`src/rtl/uart_pkg.sv`:
```
// Shared UART definitions: frame geometry and transmitter FSM state encoding.
// Latency: n/a (types and constants only).
// Backpressure: n/a.
package uart_pkg;

  localparam int UART_OVERSAMPLE = 16;
  localparam int UART_DATA_BITS  = 8;

  typedef enum logic [1:0] {
    IDLE,
    START,
    DATA,
    STOP
  } uart_tx_state_t;

endpackage

```
`src/rtl/uart_tx_if.sv`:
```
// Byte handshake between a producer and the UART transmitter.
// Latency: n/a (signal bundle).
// Backpressure: valid/ready; a byte moves on a clk edge where valid && ready.
// Ports: data (byte), valid (producer has a byte), ready (consumer can take it).
interface uart_tx_if;
  import uart_pkg::*;

  logic [UART_DATA_BITS-1:0] data;
  logic                      valid;
  logic                      ready;

  modport master (output data, output valid, input ready);
  modport slave  (input data, input valid, output ready);

endinterface

```
`src/rtl/uart_tx_fifo.sv`:
```
// Register FIFO: synchronous write, combinational read of the head entry.
// Latency: a pushed byte is visible on rdata/empty the cycle after the push edge.
// Backpressure: push ignored while full, pop ignored while empty; full/empty come from a registered count.
// Ports: clk, rst (async, active-high), push/wdata, pop/rdata, full, empty.
module uart_tx_fifo #(
  parameter int DEPTH = 4,
  parameter int WIDTH = 8
) (
  input  logic             clk,
  input  logic             rst,
  input  logic             push,
  input  logic             pop,
  input  logic [WIDTH-1:0] wdata,
  output logic [WIDTH-1:0] rdata,
  output logic             full,
  output logic             empty
);

  localparam int AW = $clog2(DEPTH);

  logic [WIDTH-1:0] mem [DEPTH];
  logic [AW-1:0]    wr_ptr;
  logic [AW-1:0]    rd_ptr;
  logic [AW:0]      count;
  logic             do_push;
  logic             do_pop;

  assign do_push = push && !full;
  assign do_pop  = pop && !empty;

  // DEPTH is a power of two, so the count MSB is set exactly when full.
  assign full  = count[AW];
  assign empty = (count == '0);
  assign rdata = mem[rd_ptr];

  always_ff @(posedge clk or posedge rst) begin
    if (rst) begin
      wr_ptr <= '0;
      rd_ptr <= '0;
      count  <= '0;
    end else begin
      if (do_push) wr_ptr <= wr_ptr + 1'b1;
      if (do_pop)  rd_ptr <= rd_ptr + 1'b1;
      case ({do_push, do_pop})
        2'b10:   count <= count + 1'b1;
        2'b01:   count <= count - 1'b1;
        default: count <= count;
      endcase
    end
  end

  // Storage needs no reset: entries are only read after being written.
  always_ff @(posedge clk) begin
    if (do_push) mem[wr_ptr] <= wdata;
  end

endmodule

```
`src/rtl/uart_tx.sv`:
```
// 8N1 UART transmitter with a small input FIFO; bit time is 16*(uart_divider+1) clk.
// Latency: tx falls one clk after the edge that accepts a byte into an idle transmitter.
// Backpressure: bus.ready = FIFO not full; back-to-back frames leave no idle gap.
// Ports: clk, rst (async, active-high), bus (slave byte handshake), tx (serial, idle high), busy.
module uart_tx
  import uart_pkg::*;
#(
  parameter int uart_divider = 12,
  parameter int fifo_depth   = 4
) (
  input  logic      clk,
  input  logic      rst,
  uart_tx_if.slave  bus,
  output logic      tx,
  output logic      busy
);

  localparam int PW = (uart_divider > 0) ? $clog2(uart_divider + 1) : 1;
  localparam int OW = $clog2(UART_OVERSAMPLE);
  localparam int BW = $clog2(UART_DATA_BITS);

  localparam logic [PW-1:0] PRE_LAST = PW'(uart_divider);
  localparam logic [OW-1:0] OS_LAST  = OW'(UART_OVERSAMPLE - 1);
  localparam logic [BW-1:0] BIT_LAST = BW'(UART_DATA_BITS - 1);

  uart_tx_state_t            state_q;
  uart_tx_state_t            state_n;
  logic [PW-1:0]             pre_q;
  logic [OW-1:0]             os_q;
  logic [BW-1:0]             bit_q;
  logic [BW-1:0]             bit_n;
  logic [UART_DATA_BITS-1:0] shift_q;
  logic [UART_DATA_BITS-1:0] shift_n;
  logic                      tx_n;
  logic                      bit_end;
  logic                      fifo_pop;
  logic                      clear_baud;
  logic [UART_DATA_BITS-1:0] fifo_rdata;
  logic                      fifo_full;
  logic                      fifo_empty;

  uart_tx_fifo #(
    .DEPTH (fifo_depth),
    .WIDTH (UART_DATA_BITS)
  ) u_fifo (
    .clk   (clk),
    .rst   (rst),
    .push  (bus.valid),
    .pop   (fifo_pop),
    .wdata (bus.data),
    .rdata (fifo_rdata),
    .full  (fifo_full),
    .empty (fifo_empty)
  );

  assign bus.ready = !fifo_full;
  assign busy      = (state_q != IDLE) || !fifo_empty;
  assign bit_end   = (pre_q == PRE_LAST) && (os_q == OS_LAST);

  // Same prescaler/oversample structure as the receiver so one divider serves both.
  always_ff @(posedge clk or posedge rst) begin
    if (rst) begin
      pre_q <= '0;
      os_q  <= '0;
    end else if (clear_baud || state_q == IDLE) begin
      pre_q <= '0;
      os_q  <= '0;
    end else if (pre_q == PRE_LAST) begin
      pre_q <= '0;
      os_q  <= os_q + 1'b1;
    end else begin
      pre_q <= pre_q + 1'b1;
    end
  end

  always_ff @(posedge clk or posedge rst) begin
    if (rst) begin
      state_q <= IDLE;
      bit_q   <= '0;
      shift_q <= '0;
      tx      <= 1'b1;
    end else begin
      state_q <= state_n;
      bit_q   <= bit_n;
      shift_q <= shift_n;
      tx      <= tx_n;
    end
  end

  always_comb begin
    state_n    = state_q;
    bit_n      = bit_q;
    shift_n    = shift_q;
    fifo_pop   = 1'b0;
    clear_baud = 1'b0;

    case (state_q)
      IDLE: begin
        if (!fifo_empty) begin
          fifo_pop   = 1'b1;
          shift_n    = fifo_rdata;
          clear_baud = 1'b1;
          state_n    = START;
        end
      end
      START: begin
        if (bit_end) begin
          bit_n   = '0;
          state_n = DATA;
        end
      end
      DATA: begin
        if (bit_end) begin
          shift_n = shift_q >> 1;
          if (bit_q == BIT_LAST) state_n = STOP;
          else                   bit_n   = bit_q + 1'b1;
        end
      end
      STOP: begin
        if (bit_end) begin
          // Chain straight into the next frame when a byte is waiting.
          if (!fifo_empty) begin
            fifo_pop   = 1'b1;
            shift_n    = fifo_rdata;
            clear_baud = 1'b1;
            state_n    = START;
          end else begin
            state_n = IDLE;
          end
        end
      end
      default: state_n = IDLE;
    endcase

    // Line level is registered from the next state to keep tx glitch-free.
    case (state_n)
      START:   tx_n = 1'b0;
      DATA:    tx_n = shift_n[0];
      default: tx_n = 1'b1;
    endcase
  end

endmodule
```
`src/flat_wrapper.sv`:
```
// flat-port wrapper written by rule: the top's interface ports become plain ports
module uart_tx_flat import uart_pkg::*;
#(
  parameter int uart_divider = 12,
  parameter int fifo_depth   = 4
)
  (clk, rst, tx, busy, bus_data, bus_valid, bus_ready);
  uart_tx_if bus_i ();
  input  logic clk;
  input  logic rst;
  output logic tx;
  output logic busy;
  input wire logic [$bits(bus_i.data)-1:0] bus_data;
  input wire logic [$bits(bus_i.valid)-1:0] bus_valid;
  output wire logic [$bits(bus_i.ready)-1:0] bus_ready;
  assign bus_i.data = bus_data;
  assign bus_i.valid = bus_valid;
  assign bus_ready = bus_i.ready;
  uart_tx #(.uart_divider(uart_divider), .fifo_depth(fifo_depth)) u_core (.clk(clk), .rst(rst), .bus(bus_i), .tx(tx), .busy(busy));
endmodule
```
`config.mk`:
```
export PLATFORM = sky130hd
export DESIGN_NAME = uart_tx_flat
export DESIGN_NICKNAME = d
export VERILOG_FILES = /design/src/rtl/uart_pkg.sv /design/src/rtl/uart_tx_if.sv /design/src/rtl/uart_tx_fifo.sv /design/src/rtl/uart_tx.sv /design/src/flat_wrapper.sv
export SDC_FILE = /design/constraint.sdc
export NUM_CORES = 1
export LEC_CHECK = 0
export CORE_MARGIN = 8
export CORE_UTILIZATION = 34
export DETAILED_ROUTE_END_ITERATION = 7
export GPL_TIMING_DRIVEN = 0
export HOLD_SLACK_MARGIN = 0.03
export MAX_ROUTING_LAYER = met4
export SLEW_MARGIN = 5
export SYNTH_ARGS = -nofsm -noshare
export SYNTH_HDL_FRONTEND = slang
export SYNTH_SLANG_ARGS = --single-unit
```
`constraint.sdc`:
```
create_clock -name clk -period 3 [get_ports clk]
set_input_delay 0.6 -clock clk [delete_from_list [all_inputs] [get_ports clk]]
set_output_delay 0.6 -clock clk [all_outputs]
set_load 0.05 [all_outputs]
```
==> impl_metrics.toml, run 1 <==
[critical_path]
cp.arrival_ns = 2.99
worstSetupEndpointType = "flip-flop"
ff2ff_path_depth = 12
path_buf_inv = 3
reg2reg_from = "u_core.pre_q[0]$_DFF_PP0_"
start_kind = "flip-flop"
cp.required_ns = 3.25
r2r_end = "u_core.u_fifo.count[2]$_DFFE_PP0P_"
slowest_delay_ns = 0.41
worstPathCellList = "inv_1 > ha_1 > and3_1 > clkbuf_1 > a31oi_1 > nor3_2 > ha_1 > inv_1 > fa_1 > xor2_1 > nor2_1 > xnor2_1"
reg2reg_slack_ns = 0.27
slowest_stage = "dfrtp_1"
worstSetupPathType = "reg2reg"
crit_family = "adder cells"
cp_max_fo = 7

[logic_synthesis]
syn_nets = 251
synth-xor-area-share = 0.0303
synthArstFlopShare = 0.475
syn_avg_cell_area_um2 = 12.9
synth.area.top_cells = "edfxtp_1 (33%), dfrtp_1 (24%), ha_1 (6.9%)"
yosysTopAreaCellShare = 0.333
syn_area_um2 = 2890
synth-main-ff-cell = "edfxtp_1"
synth_fa_ha_area_frac = 0.0763
synth.distinct_cells = 49
synth_top_family_by_area = "simple AND/OR/NAND/NOR gates"
seq_area_frac_synth = 0.584
synth.area.mux_share = 0.0732
yosysWarnings = 0
ys_seq_elements = 61
netlist_instances = 223
synthSimpleGateAreaFrac = 0.100
synth_compound_area_frac = 0.0884
synth_top_cell_by_area = "edfxtp_1"
synth_edf_count = 32

[final_layout]
nFillCells = 768
finish.utilization = 0.413
areaGrowthSynthToFinish_pct = 17.6
finalNetCount = 274
layout_common_cells = "edfxtp_1 (32), dfrtp_1 (28), inv_1 (26)"
drive_gt1_frac = 0.151
antenna_cells = 0
final_common_cell = "edfxtp_1"

[die]
core_um2 = 8220
initial_core_util = 0.351
dieHeight_um = 108
die_w_um = 108
rows = 33
io_pins = 14
dieArea_um2 = 11700

[worst_hold_path]
min_to = "u_core.shift_q[5]$_DFFE_PP0P_"
whs_path_depth = 2
hp-class = "reg2reg"
hp-start = "u_core.shift_q[6]$_DFFE_PP0P_"

[route]
first_iter_violations = 60
drc = 0
wire_per_inst_um = 14.4
antenna_left = 0
wl_mm = 5.13
via_per_inst = 4.90
num_vias = 1746
drt-pass1-iter-count = 4

[clocking]
cts.reportedPaths.clkPinSlew_ns = 0.07
clock-sinks = 61
cts-htree-levels = 3
cts_tree = "yes"
clock_latency_ns = 0.33
hold_buffers = 0
cts_root_buf = "clkbuf_8"
clock_path_buffers = 2
numCtsBuffers = 9

[placement]
place_congestion = 0.752
port_buffers = 13
hpwl_mm = 3.40

[timing]
finalHoldViolations = 0
setup-tns-final_ns = 0
finalCritPeriodShare = 0.911
fin_worst_skew_ns = 0.00469
fin_crit_ns = 2.73
rsz0062_at_grt = "false"
maxSlewViolCount = 0
tightest_slew_ns = 1.06
setup_viol = 0
maxSlewHeadroom = 0.286
fmax_mhz = 366

[status]
status = "finished, final reports clean"

[global_route]
grt_usage = 0.0992
grt_max_degree = 30
first_global_vias = 1861
grt_pass1_wl_mm = 8.83
antenna_found_initial = 0
overflow = 0

[flow_run]
drv_cap = 0

[power]
power_density_nw_per_um2 = 877
power.leakage_nw = 1.34
irDropWorstVdd_v = 0.000388
flip-flops by register name (all words and copies together), names as in the netlist:
| register | flops |
|---|---|
| u_core.u_fifo.mem | 32 |
| u_core.shift_q | 8 |
| u_core.pre_q | 4 |
| u_core.u_fifo.rd_ptr | 2 |
| u_core.os_q | 4 |
| u_core.u_fifo.wr_ptr | 2 |
| u_core.state_q | 2 |
| u_core.u_fifo.count | 3 |
| u_core.bit_q | 3 |
| u_core.tx | 1 |
logic make-up (layout without fill, tap and decap cells):
family                     after synthesis  in the layout
and+or+nand+nor                         54             54
xor gates and xnor gates                10             10
AOI/OAI and AO/OA                       35             35
adders and majority gates               17             17
buffers and inverters                   35             63
muxes                                   11             11
DFF                                     61             61
power by group:
part	leakage, nW	switching (mW)	internal [mW]
Sequential	0.669	0.0985	1.06
Clock	0.116	0.350	0.556
Combinational	0.560	0.512	0.399
Total	1.34	0.960	2.02
metal layers:
metal  GRT usage  part of all wire  up-vias
met3      0.0178             0.020       10
met5           -                 0        -
met4      0.0565             0.025        0
met1       0.115              0.46      868
met2       0.159              0.50       20
li1            -                 -      848
cells in the mapped netlist (5+ instances only):
cell,count
mux4_2,8
nor3_1,5
o221ai_1,6
ha_1,16
dfrtp_1,28
edfxtp_1,32
xnor2_1,6
nor2_1,9
inv_1,27
a21oi_1,6
nand2_1,19
worst register-to-register path, cell delays in order (launching register included):
cell and delay [ns]:
dfrtp_1 0.41, inv_1 0.08, ha_1 0.20, and3_1 0.16, clkbuf_1 0.26, a31oi_1 0.20
nor3_2 0.27, ha_1 0.24, inv_1 0.06, fa_1 0.37, xor2_1 0.15, nor2_1 0.11
xnor2_1 0.13
area by class of cell:
type	instances	area (µm²)	area share
buffer	6	27.5	0.00811
clock buffer	9	124	0.0365
clock inverter	7	123	0.0361
inverter	28	105	0.0310
multi-input combinational	127	1070	0.315
sequential	61	1690	0.497
tap	105	131	0.0387
timing repair buffer	13	129	0.0380
through the flow:
step	worst slack, ns	std cells	hold WS [ns]	area, µm²	power, mW
final	0.266	356	0.493	3400	2.98
after global routing	0.0361	356	0.517	3400	3.17
after CTS	0.0488	357	0.497	3390	3.02
after detailed placement	0.0623	341	0.472	3150	2.11
after global placement	0.0894	341	0.467	3150	2.09
after floorplan	0.503	223	0.456	2890	1.88
worst max-delay path by stage:
| stage | from | end | slack (ns) | cells past startpoint |
|---|---|---|---|---|
| 2_1_floorplan | u_core.pre_q[0]$_DFF_PP0_ | u_core.u_fifo.count[2]$_DFFE_PP0P_ | 0.50 | 12 |
| 3_3_place_gp | u_core.state_q[1]$_DFF_PP0_ | u_core.u_fifo.count[2]$_DFFE_PP0P_ | 0.09 | 11 |
| 3_5_place_dp | u_core.state_q[1]$_DFF_PP0_ | u_core.u_fifo.count[2]$_DFFE_PP0P_ | 0.06 | 11 |
| 4_1_cts | u_core.state_q[1]$_DFF_PP0_ | u_core.u_fifo.count[2]$_DFFE_PP0P_ | 0.05 | 11 |
| 5_1_grt | u_core.pre_q[0]$_DFF_PP0_ | u_core.u_fifo.count[2]$_DFFE_PP0P_ | 0.04 | 12 |
| 6_report | u_core.pre_q[0]$_DFF_PP0_ | u_core.u_fifo.count[2]$_DFFE_PP0P_ | 0.27 | 12 |
repair_timing:
item,in CTS,in global routing
resized for setup,1,1
setup buffers,0,0
endpoints found under the setup margin,1,1
Power figures use the tool's default switching activity.
==> inputs of run 2 (changes only) <==
CORE_MARGIN = unset   (was 8)
CORE_UTILIZATION = 59   (was 34)
PLACE_DENSITY = 0.78   (was unset)
==> impl_metrics.toml, run 2 (same netlist as run 1, synthesis figures left out) <==
[status]
status = "finished, final reports clean"

[die]
die_w_um = 72.0
dieArea_um2 = 5180
core_um2 = 4720
rows = 25
initial_core_util = 0.611
io_pins = 14
dieHeight_um = 72.0

[route]
drc = 0
wire_per_inst_um = 15.9
num_vias = 1760
wl_mm = 5.07
via_per_inst = 5.53
antenna_left = 0
first_iter_violations = 156
drt-pass1-iter-count = 4

[final_layout]
areaGrowthSynthToFinish_pct = 16.8
layout_common_cells = "edfxtp_1 (32), dfrtp_1 (28), inv_1 (26)"
reg_top3 = "u_core.u_fifo.mem x32, u_core.shift_q x8"
drive_gt1_frac = 0.151
finalNetCount = 274
antenna_cells = 0
final_common_cell = "edfxtp_1"
finalNonFillerCells = 318
largest_register_ffs = 32
finish.utilization = 0.714
nFillCells = 315
top_register = "u_core.u_fifo.mem"

[clocking]
clock_path_buffers = 2
cts.reportedPaths.clkPinSlew_ns = 0.07
clock_latency_ns = 0.34
cts_resized = 0
hold_buffers = 0
cts-htree-levels = 3
clock-sinks = 61
numCtsBuffers = 9
cts_tree = "yes"
cts_setup_buffers = 0
cts_root_buf = "clkbuf_8"

[timing]
fin_crit_ns = 2.83
maxSlewViolCount = 0
setup_viol = 0
fin_worst_skew_ns = 0.00656
finalHoldViolations = 0
hold_ws_ns = 0.496
finalCritPeriodShare = 0.943
layout_setup_ws_ns = 0.171
maxSlewHeadroom = 0.293
tightest_slew_ns = 1.05
fmax_mhz = 353

[critical_path]
cp.required_ns = 2.40
slowest_stage = "clkdlybuf4s50_1"
worstSetupPathType = "reg2out"
crit_family = "buffers and inverters"
worstPathCellList = "inv_1 > ha_1 > nand2_1 > clkdlybuf4s50_1"
worstSetupEndpointType = "output pin"
start_kind = "flip-flop"
path_buf_inv = 2
cp.arrival_ns = 2.23
cp_max_fo = 11
slowest_delay_ns = 0.71

[flow_run]
drv_cap = 0

[global_route]
first_global_vias = 1736
grt_pass1_wl_mm = 8.63
grt_usage = 0.234
antenna_found_initial = 0
overflow = 0
grt_max_degree = 30

[power]
power_density_nw_per_um2 = 915
irDropWorstVdd_v = 0.000852
power.leakage_nw = 1.36
finalPower_mw = 3.09

[placement]
dp.cells = 303
hpwl_mm = 3.33
place_ws_ns = 0.146
place_congestion = 0.840
port_buffers = 13

[worst_hold_path]
hp-class = "reg2reg"
run 2: stage by stage:
stage	TNS (ns)	area, µm²
global route	-0.0220	3370
detailed placement	0	3100
global placement	0	3100
CTS	0	3370
floorplan	0	2890
finish	0	3370
run 2: worst register-to-register path, cell delays in order, from the launching register on:
cell and delay, ns:
dfrtp_1 0.41, inv_1 0.08, ha_1 0.19, and3_1 0.15
clkbuf_1 0.27, a31oi_1 0.20, nor3_2 0.28, ha_1 0.26
inv_1 0.06, fa_1 0.37, xor2_1 0.15, nor2_1 0.11
xnor2_1 0.12
run 2: per-layer routing:
| metal | wire length, µm | up-vias | track usage |
|---|---|---|---|
| li1 | - | 853 | - |
| met1 | 2300 | 867 | 0.309 |
| met2 | 2530 | 29 | 0.360 |
| met3 | 149 | 11 | 0.0625 |
| met4 | 89 | 0 | 0.0784 |
| met5 | 0 | - | - |
run 2: worst paths after layout:
path,slack (ns),startpoint,cells after the start,to
worst min register to register,0.50,u_core.shift_q[2]$_DFFE_PP0P_,2,u_core.shift_q[1]$_DFFE_PP0P_
min in group asynchronous,0.73,rst,2,u_core.u_fifo.count[0]$_DFFE_PP0P_
worst min-delay path,0.50,u_core.shift_q[2]$_DFFE_PP0P_,2,u_core.shift_q[1]$_DFFE_PP0P_
max in group asynchronous,1.79,rst,2,u_core.state_q[0]$_DFF_PP0_
worst max register to register,0.27,u_core.pre_q[0]$_DFF_PP0_,12,u_core.u_fifo.count[2]$_DFFE_PP0P_
worst max-delay path,0.17,u_core.state_q[1]$_DFF_PP0_,4,busy
run 2: final cells by class:
cell class | instances | area, µm² | share of cell area
Sequential cell | 61 | 1690 | 0.500
Multi-Input combinational cell | 127 | 1070 | 0.317
Clock inverter | 7 | 146 | 0.0434
Timing Repair Buffer | 13 | 130 | 0.0386
Clock buffer | 9 | 124 | 0.0367
Inverter | 28 | 105 | 0.0312
Tap cell | 67 | 83.8 | 0.0249
Buffer | 6 | 27.5 | 0.00816
run 2: where the power goes:
part           internal [mW]  total (mW)  switching [mW]
clock network          0.641       0.980           0.339
logic                  0.406       0.939           0.533
registers               1.07        1.17           0.103
==> inputs of run 3 (changes only) <==
SKIP_LAST_GASP = 1   (was unset)
==> results of run 3 <==
Final layout, timing and power as in run 2 (identical DEF).
